--- config.mk ---
export PLATFORM = sky130hd
export DESIGN_NAME = adder_sched
export DESIGN_NICKNAME = d
export VERILOG_FILES = /design/src/rtl/adder_sched.sv
export SDC_FILE = /design/constraint.sdc
export NUM_CORES = 1
export LEC_CHECK = 0
export ABC_AREA = 1
export CORE_AREA = 8 8 266 268
export CTS_BUF_LIST = sky130_fd_sc_hd__clkbuf_8 sky130_fd_sc_hd__clkbuf_16
export DETAILED_ROUTE_END_ITERATION = 10
export DIE_AREA = 0 0 274 276
export PLACE_DENSITY_LB_ADDON = 0.12
export SLEW_MARGIN = 20
export SYNTH_ARGS = -nofsm -noshare
export SYNTH_HDL_FRONTEND = slang
export SYNTH_SLANG_ARGS = --single-unit
--- constraint.sdc ---
create_clock -name clk -period 15.1 [get_ports clk]
set_clock_uncertainty 0.2 [all_clocks]
set_input_delay 4.53 -clock clk [delete_from_list [all_inputs] [get_ports clk]]
set_output_delay 4.53 -clock clk [all_outputs]
set_load 0.02 [all_outputs]
--- src/rtl/adder_sched.sv ---
// adder_sched: round-robin sequencer sharing one 32-bit adder among NREQ requesters.
// 32-bit ops take one adder pass, 64-bit ops take two (low word, then high word with carry).
`default_nettype none

module adder_sched #(
  parameter int NREQ = 4,
  parameter int IDW  = (NREQ > 1) ? $clog2(NREQ) : 1
) (
  input  logic                 clk,
  input  logic                 rst,
  input  logic [NREQ-1:0]      req_valid,
  output logic [NREQ-1:0]      req_ready,
  input  logic [NREQ*64-1:0]   req_a,
  input  logic [NREQ*64-1:0]   req_b,
  input  logic [NREQ-1:0]      req_sub,
  input  logic [NREQ-1:0]      req_wide,
  output logic [31:0]          add_a,
  output logic [31:0]          add_b,
  output logic                 add_cin,
  input  logic [31:0]          add_s,
  input  logic                 add_ovf,
  output logic                 rsp_valid,
  input  logic                 rsp_ready,
  output logic [IDW-1:0]       rsp_id,
  output logic [63:0]          rsp_sum,
  output logic                 rsp_ovf
);

  typedef enum logic [1:0] {
    IDLE = 2'd0,
    LO   = 2'd1,
    HI   = 2'd2,
    RESP = 2'd3
  } state_t;

  state_t         state;
  logic [IDW-1:0] rr_ptr;
  logic [IDW-1:0] id;
  logic           wide;
  logic [31:0]    a_hi;
  logic [31:0]    b_hi;

  logic           gnt_any;
  logic [IDW-1:0] gnt_id;
  logic [63:0]    gnt_a;
  logic [63:0]    gnt_b;
  logic           gnt_sub;
  logic           gnt_wide;
  logic           carry_lo;
  logic [IDW-1:0] id_next;

  // Scan downward so the last hit is the first requester at or after rr_ptr.
  always_comb begin
    gnt_any = 1'b0;
    gnt_id  = '0;
    for (int k = NREQ - 1; k >= 0; k--) begin
      if (req_valid[(int'(rr_ptr) + k) % NREQ]) begin
        gnt_any = 1'b1;
        gnt_id  = IDW'((int'(rr_ptr) + k) % NREQ);
      end
    end
  end

  assign gnt_a    = req_a[64*gnt_id +: 64];
  assign gnt_b    = req_b[64*gnt_id +: 64];
  assign gnt_sub  = req_sub[gnt_id];
  assign gnt_wide = req_wide[gnt_id];

  assign req_ready = (state == IDLE && gnt_any) ? (NREQ'(1) << gnt_id) : '0;

  // Carry out of bit 31, reconstructed from the adder's operands and sum.
  assign carry_lo = (add_a[31] & add_b[31]) | ((add_a[31] | add_b[31]) & ~add_s[31]);

  assign id_next = (int'(id) == NREQ - 1) ? '0 : id + 1'b1;

  always_ff @(posedge clk or posedge rst) begin
    if (rst) begin
      state     <= IDLE;
      rr_ptr    <= '0;
      id        <= '0;
      wide      <= 1'b0;
      a_hi      <= '0;
      b_hi      <= '0;
      add_a     <= '0;
      add_b     <= '0;
      add_cin   <= 1'b0;
      rsp_valid <= 1'b0;
      rsp_id    <= '0;
      rsp_sum   <= '0;
      rsp_ovf   <= 1'b0;
    end else begin
      case (state)
        IDLE: begin
          if (gnt_any) begin
            add_a   <= gnt_a[31:0];
            add_b   <= gnt_sub ? ~gnt_b[31:0] : gnt_b[31:0];
            add_cin <= gnt_sub;
            a_hi    <= gnt_a[63:32];
            b_hi    <= gnt_sub ? ~gnt_b[63:32] : gnt_b[63:32];
            wide    <= gnt_wide;
            id      <= gnt_id;
            state   <= LO;
          end
        end
        LO: begin
          rsp_ovf <= add_ovf;
          if (wide) begin
            rsp_sum[31:0] <= add_s;
            add_a         <= a_hi;
            add_b         <= b_hi;
            add_cin       <= carry_lo;
            state         <= HI;
          end else begin
            rsp_sum   <= {{32{add_s[31]}}, add_s};
            add_a     <= '0;
            add_b     <= '0;
            add_cin   <= 1'b0;
            rsp_id    <= id;
            rsp_valid <= 1'b1;
            state     <= RESP;
          end
        end
        HI: begin
          rsp_sum[63:32] <= add_s;
          rsp_ovf        <= add_ovf;
          add_a          <= '0;
          add_b          <= '0;
          add_cin        <= 1'b0;
          rsp_id         <= id;
          rsp_valid      <= 1'b1;
          state          <= RESP;
        end
        RESP: begin
          if (rsp_ready) begin
            rsp_valid <= 1'b0;
            rr_ptr    <= id_next;
            state     <= IDLE;
          end
        end
        default: state <= IDLE;
      endcase
    end
  end

endmodule

`default_nettype wire

==> results of run 1 <==
[flip-flops by register name, indices dropped and copies added (netlist names)]
| register | flops |
|---|---|
| rsp_sum | 64 |
| a_hi | 32 |
| add_a | 32 |
| add_b | 32 |
| b_hi | 32 |
| id | 2 |
| rr_ptr | 2 |
| rsp_id | 2 |
| state | 2 |
| add_cin | 1 |
| rsp_ovf | 1 |
| rsp_valid | 1 |
| wide | 1 |
[through the flow]
stage          utilization, %  std cells  hold slack, ns
2_1_floorplan               -       2027           0.249
3_3_place_gp             31.4       3469           0.262
3_5_place_dp             31.4       3469           0.266
4_1_cts                  32.8       3521           0.283
5_1_grt                  32.9       3529           0.305
6_report                 32.9       3531           0.276
[kinds of logic (layout without fill, tap and decap cells)]
| logic type | count (synthesis) | in the layout | synth area share (%) |
|---|---|---|---|
| DFF | 204 | 204 | 38.0 |
| muxes | 34 | 34 | 2.85 |
| buffers and inverters | 211 | 832 | 7.56 |
| and+or+nand+nor | 1345 | 1345 | 41.6 |
| adders and majority gates | 7 | 7 | 0.652 |
| other | 0 | 10 | 0 |
| AOI/OAI and AO/OA | 226 | 226 | 9.32 |
[routing by layer]
layer / wire length, µm / global-route usage [%] / up-vias
met1: 32700 / 24.3 / 7537
met5: 13 / 0 / -
met2: 37000 / 32.6 / 529
met3: 4160 / 3.48 / 82
li1: - / - / 7813
met4: 1800 / 5.26 / 2
[how the worst max path moves through the flow]
stage,from,endpoint,slack (ns),cells past startpoint
final,req_valid[2],req_ready[3],2.47,12
after global routing,req_valid[1],req_ready[3],2.16,12
after CTS,req_valid[2],req_ready[3],2.45,12
after detailed placement,req_valid[2],req_ready[3],2.48,12
after global placement,req_valid[1],req_ready[3],2.48,12
after floorplan,req_valid[3],req_ready[0],4.43,11
[power groups by stage]
stage	registers (mW)	clock network [mW]	logic, mW
floorplan	1.20	0	2.45
global placement	1.01	0	4.16
detailed placement	1.02	0	4.18
CTS	1.01	0.706	4.19
global route	1.05	0.726	4.56
finish	1.01	0.676	4.10
[layout by cell type (no fill, tap or decap), types with 11 or more instances in the layout]
cell type | netlist | layout
a21oi_1 | 133 | 133
a22oi_1 | 15 | 15
a31oi_1 | 34 | 34
and2_1 | 18 | 18
buf_4 | 18 | 16
clkbuf_16 | 0 | 29
clkdlybuf4s50_1 | 0 | 696
clkinv_2 | 0 | 11
dfrtp_1 | 204 | 204
inv_1 | 57 | 59
mux2_2 | 34 | 34
nand2_1 | 938 | 934
nand3_1 | 156 | 156
nand4_1 | 81 | 81
nor2_1 | 136 | 134
o21ai_0 | 31 | 31
[cell type report]
class	count	area, µm²
Antenna cell	10	25.0
Clock buffer	35	808
Clock inverter	17	143
Fill cell	7141	44700
Inverter	67	270
Multi-Input combinational cell	1612	7350
Sequential cell	204	5100
Tap cell	873	1090
Timing Repair Buffer	713	7100
[worst reg2reg max path: cells and delay by family (launching register included)]
kind / cells / cell delay [ns]
compound gates: 1 / 0.10
buf+inv: 2 / 1.22
flops: 1 / 0.61
simple gates: 11 / 2.81
==> impl_metrics.tcl, run 1 <==
set metrics [dict create \
    wirelength_um 75800 \
    critPathKind "input port to primary output" \
    fraction_of_layout_instances_using_a_drive_strength_above_1_pct 4.91 \
    place_area_um2 20900 \
    critical_path_peak_fanout 82 \
    min_period_ns 12.63 \
    hold_end "rsp_ovf" \
    hp-start "rsp_ovf" \
    root_buffer "clkbuf_16" \
    critical_path.reg2reg.startpoint "rr_ptr[0]" \
    fin_nets 3194 \
    synth_edf_count 0 \
    finalMaxSlewViolations 0 \
    pin_count 697 \
    synth_area_leaders "dfrtp_1 38%, nand2_1 26%, nand3_1 5.8%" \
    place.port_buffers 696 \
    grt_max_degree 93 \
    rr_endpoint "wide" \
    cts_hold_repair.buffers 0 \
    power.clock.fraction_pct 11.7 \
    ys.flop_type "dfrtp_1" \
    static-leakage-power_nw 9.60 \
    clk_transition_reported_paths_ns 0.05 \
    detailroute.via_count 15963 \
    net-switching-power_mw 3.16 \
    netlist-cell-type-count 36 \
    critical-path-slowest-cell "clkdlybuf4s50_1" \
    htreeDepth 1 \
    post-synth-top-area-cell "dfrtp_1" \
    p_total_mw 5.78 \
    synthCells 2027 \
    mappedNetlistArea_um2 13400 \
    clk-insertion-delay-late_ns 0.55 \
    area_growth_pct 63.0 \
    setup.reg_to_reg.worst_slack_ns 10.04 \
    combinationalPowerShare_pct 70.8 \
    first_pass_grt_wire_length_um 110000 \
    synth_commonest_cells "938 x nand2_1, 204 x dfrtp_1, 156 x nand3_1" \
    antenna_found_initial 11 \
    worst_setup_path_start_kind "input port" \
    globalRoute.totalOverflow 0 \
    via_per_instance_ratio 4.52 \
    final-setup-viol-count 0 \
    syn_nets 2594 \
    numCtsBuffers 29 \
    cts.sink_count 204 \
    1st_pass_router_iterations 5 \
    period_share_pct 83.7 \
    core_region_area_um2 66600 \
    arrival_ns 7.90 \
    synth_top_area_share_pct 38.0 \
    hold_viol 0 \
    timing.slew.headroom_pct 26.9 \
    start_util_pct 20.2 \
    synth-seq-cells 204 \
    synth.yosys.seq_area_share_pct 38.0 \
    critical_path.endpoint_type "primary output" \
    ys_warn_count 0 \
    outcome "finished clean" \
    grt_setup_unrepaired "no" \
    share_seq_of_total_power_pct 17.5 \
    synthMostInstantiatedCell "nand2_1" \
    place.detailed.hpwl_um 57900 \
    count_of_maximum_capacitance_violations 0 \
    cts-resized-gates 0 \
    cts_tree "yes" \
    chipWidth_um 274 \
    wl_per_cell_um 21.5 \
    p_per_area_nw_per_um2 264 \
    die_area_um2 75600 \
    mean_cell_area_of_the_mapped_netlist_um2 6.63 \
    synth_async_sr_flop_share_pct 100 \
    vdd_drop_max_mv 0.162 \
    area_of_all_placed_cells_without_fillers_um2 21900 \
    internal_power_mw 2.62 \
    timing.critical_path.required_ns 10.37 \
    slowest_delay_ns 0.66 \
    timing.critical_path.cells "clkdlybuf4s50_1, inv_1, nand2_1, nand3_1, nand2_1, nand3_1, nand2_1, nand2_4, nand2_8, nand2_2, nor2_1, clkdlybuf4s50_1" \
    ant_nets 0 \
    drc 0 \
    sw_frac_of_total_pct 54.7 \
    hold_depth 2 \
    worst-r2r-cell-count 14 \
    pre_cts_ws_ns 2.48 \
    grt_pass1_vias 16401 \
    cts.path.max_buffers 3 \
    grtUsageTotal_pct 19.1 \
    final.setup.worst_slack_ns 2.47 \
    timing.critical_path.max_delay_family "simple AND/OR/NAND/NOR gates" \
    hold_path.class "flop to flop" \
    cts_setup_buffers 0 \
    place_congestion 0.893 \
    num_rows 95 \
    setup_total_negative_slack_ns 0 \
    achievable-frequency_mhz 79.1 \
    max_slew.worst_pin.slew_ns 1.10 \
    dieHeight_um 276 \
    dr.first_iter.drc_count 985 \
    critPathMostFrequentCell "nand2_1" \
    critical_path_buf_inv_count 3 \
]
(Power assumes the default switching activity.)
==> inputs of run 2 (changes only) <==
==> constraint.sdc (replaced) <==
create_clock -name clk -period 11.42 [get_ports clk]
set_clock_uncertainty 0.2 [all_clocks]
set_input_delay 3.426 -clock clk [delete_from_list [all_inputs] [get_ports clk]]
set_output_delay 3.426 -clock clk [all_outputs]
set_load 0.02 [all_outputs]
==> impl_metrics.tcl, run 2 (synthesized netlist as in run 1, its figures left out) <==
set metrics [dict create \
    final-setup-viol-count 0 \
    hold_path.class "flop to flop" \
    globalRoute.totalOverflow 0 \
    multi_input_comb_area_um2 7350 \
    grt_pass1_vias 16450 \
    power.clock.fraction_pct 11.5 \
    critical_path.endpoint_type "primary output" \
    slowest_delay_ns 0.65 \
    critical_path.reg2reg.startpoint "rr_ptr[0]" \
    arrival_ns 6.62 \
    place_area_um2 20900 \
    setup_total_negative_slack_ns 0 \
    outcome "finished clean" \
    hold_viol 0 \
    grt_setup_unrepaired "no" \
    place_congestion 0.886 \
    fill_cells 7133 \
    htreeDepth 1 \
    vdd_drop_max_mv 0.216 \
    worst_setup_path_start_kind "input port" \
    area_of_all_placed_cells_without_fillers_um2 21900 \
    root_buffer "clkbuf_16" \
    timing.critical_path.required_ns 7.79 \
    die_area_um2 75600 \
    place.detailed.hpwl_um 57500 \
    grtUsageTotal_pct 19.0 \
    place.port_buffers 696 \
    combinationalPowerShare_pct 71.1 \
    cts_tree "yes" \
    timing.critical_path.max_delay_family "simple AND/OR/NAND/NOR gates" \
    clk-insertion-delay-late_ns 0.54 \
    finalMaxSlewViolations 0 \
    largest_register_ffs 64 \
    drc 0 \
    static-leakage-power_nw 9.61 \
    sw_frac_of_total_pct 54.9 \
    hold_slack_ns 0.278 \
    pre_cts_ws_ns 1.17 \
    wl_per_cell_um 21.4 \
    chipWidth_um 274 \
    final_core_utilization_pct 32.9 \
    cts.sink_count 204 \
    dr.first_iter.drc_count 1097 \
    layout.cells.most_common "nand2_1" \
    wirelength_um 75500 \
    critPathMostFrequentCell "nand2_1" \
    detailroute.via_count 16049 \
    fraction_of_layout_instances_using_a_drive_strength_above_1_pct 4.75 \
    core_region_area_um2 66600 \
    pin_count 697 \
    cts-resized-gates 0 \
    startpoint "req_valid[2]" \
    regArea_um2 5100 \
    dieHeight_um 276 \
    numCtsBuffers 28 \
    critical-path-slowest-cell "clkdlybuf4s50_1" \
    area_growth_pct 62.8 \
    num_rows 95 \
    cts.path.max_buffers 3 \
    rr_endpoint "wide" \
    share_seq_of_total_power_pct 17.5 \
    1st_pass_router_iterations 7 \
    timing.critical_path.cells "clkdlybuf4s50_1, inv_1, nand2_1, nand3_1, nand2_1, nand3_1, nand2_1, nand2_4, nand2_8, nand2_2, nor2_1, clkdlybuf4s50_1" \
    final.setup.worst_slack_ns 1.18 \
    achievable-frequency_mhz 97.6 \
    count_of_maximum_capacitance_violations 0 \
    max_slew.worst_pin.slew_ns 1.00 \
    net-switching-power_mw 4.20 \
    setup.reg_to_reg.worst_slack_ns 6.81 \
    timing.slew.headroom_pct 33.3 \
    cts_setup_buffers 0 \
    fin_nets 3195 \
    min_period_ns 10.24 \
    critical_path_buf_inv_count 3 \
    critical_path_peak_fanout 68 \
    antenna_found_initial 12 \
    grt_max_degree 102 \
    layout.cells.most_common_list "934 x nand2_1, 696 x clkdlybuf4s50_1, 204 x dfrtp_1" \
    cts_hold_repair.buffers 0 \
    critPathKind "input port to primary output" \
    regMostFlops "rsp_sum" \
    crit_cells 12 \
    first_pass_grt_wire_length_um 110000 \
    worst-r2r-cell-count 14 \
    clk_transition_reported_paths_ns 0.05 \
    period_share_pct 89.7 \
    critical_path.endpoint "req_ready[3]" \
    p_per_area_nw_per_um2 350 \
    via_per_instance_ratio 4.55 \
    start_util_pct 20.2 \
    internal_power_mw 3.45 \
    ant_nets 0 \
]
-- run 2: cell types whose count changed in the layout (fill, tap and decap cells not counted), moves of 2 or more --
cell,before,now
buf_4,16,19
clkbuf_8,6,4
clkinv_2,11,7
diode_2,10,8
inv_1,59,65
-- run 2: worst register-to-register path, stage by stage, from the launching register on --
cell and delay, ns:
dfrtp_1 0.60, nand2_1 0.15, nand3_1 0.14, nand2_1 0.09, nand3_1 0.11, nand2_1 0.10
nand2_4 0.57, nand2_8 0.33, nand2_2 0.41, clkinv_2 0.35, buf_4 0.46, nand2_1 0.29
nand4_1 0.39, nand2_1 0.18, o21ai_0 0.09
-- run 2: worst min path at each step --
stage	cells past startpoint	end	start	slack, ns
floorplan	2	a_hi[10]	a_hi[10]	0.25
global placement	2	rsp_ovf	rsp_ovf	0.26
detailed placement	2	a_hi[9]	a_hi[9]	0.27
CTS	2	a_hi[9]	a_hi[9]	0.28
global route	2	a_hi[10]	a_hi[10]	0.29
finish	2	a_hi[7]	a_hi[7]	0.28
-- run 2: cell type report --
class	count	area share, %
diodes	8	0.0915
inverters	67	1.24
clock buffers	33	3.57
well taps	873	4.99
flip-flops and latches	204	23.3
clock inverters	19	0.664
multi-input cells	1612	33.6
repair buffers	715	32.5
-- run 2: power groups by stage --
stage	clock (mW)	sequential, mW	combinational, mW
floorplan	0	1.59	3.25
global placement	0	1.34	5.49
detailed placement	0	1.35	5.51
CTS	0.912	1.34	5.54
global route	0.938	1.39	6.04
finish	0.877	1.34	5.44
-- run 2: through the flow --
step	std cells	power (mW)
4_1_cts	3523	7.79
3_5_place_dp	3471	6.86
6_report	3531	7.65
3_3_place_gp	3471	6.83
2_1_floorplan	2027	4.83
5_1_grt	3530	8.37
-- run 2: routing by layer --
metal	routed length, µm	vias up	share of wire, %	GRT usage, %
met2	37100	507	49	32.6
met4	1250	6	1.7	3.78
met1	32300	7667	43	24.2
li1	-	7792	-	-
met3	4830	77	6.4	4.26
met5	34	-	0.045	0
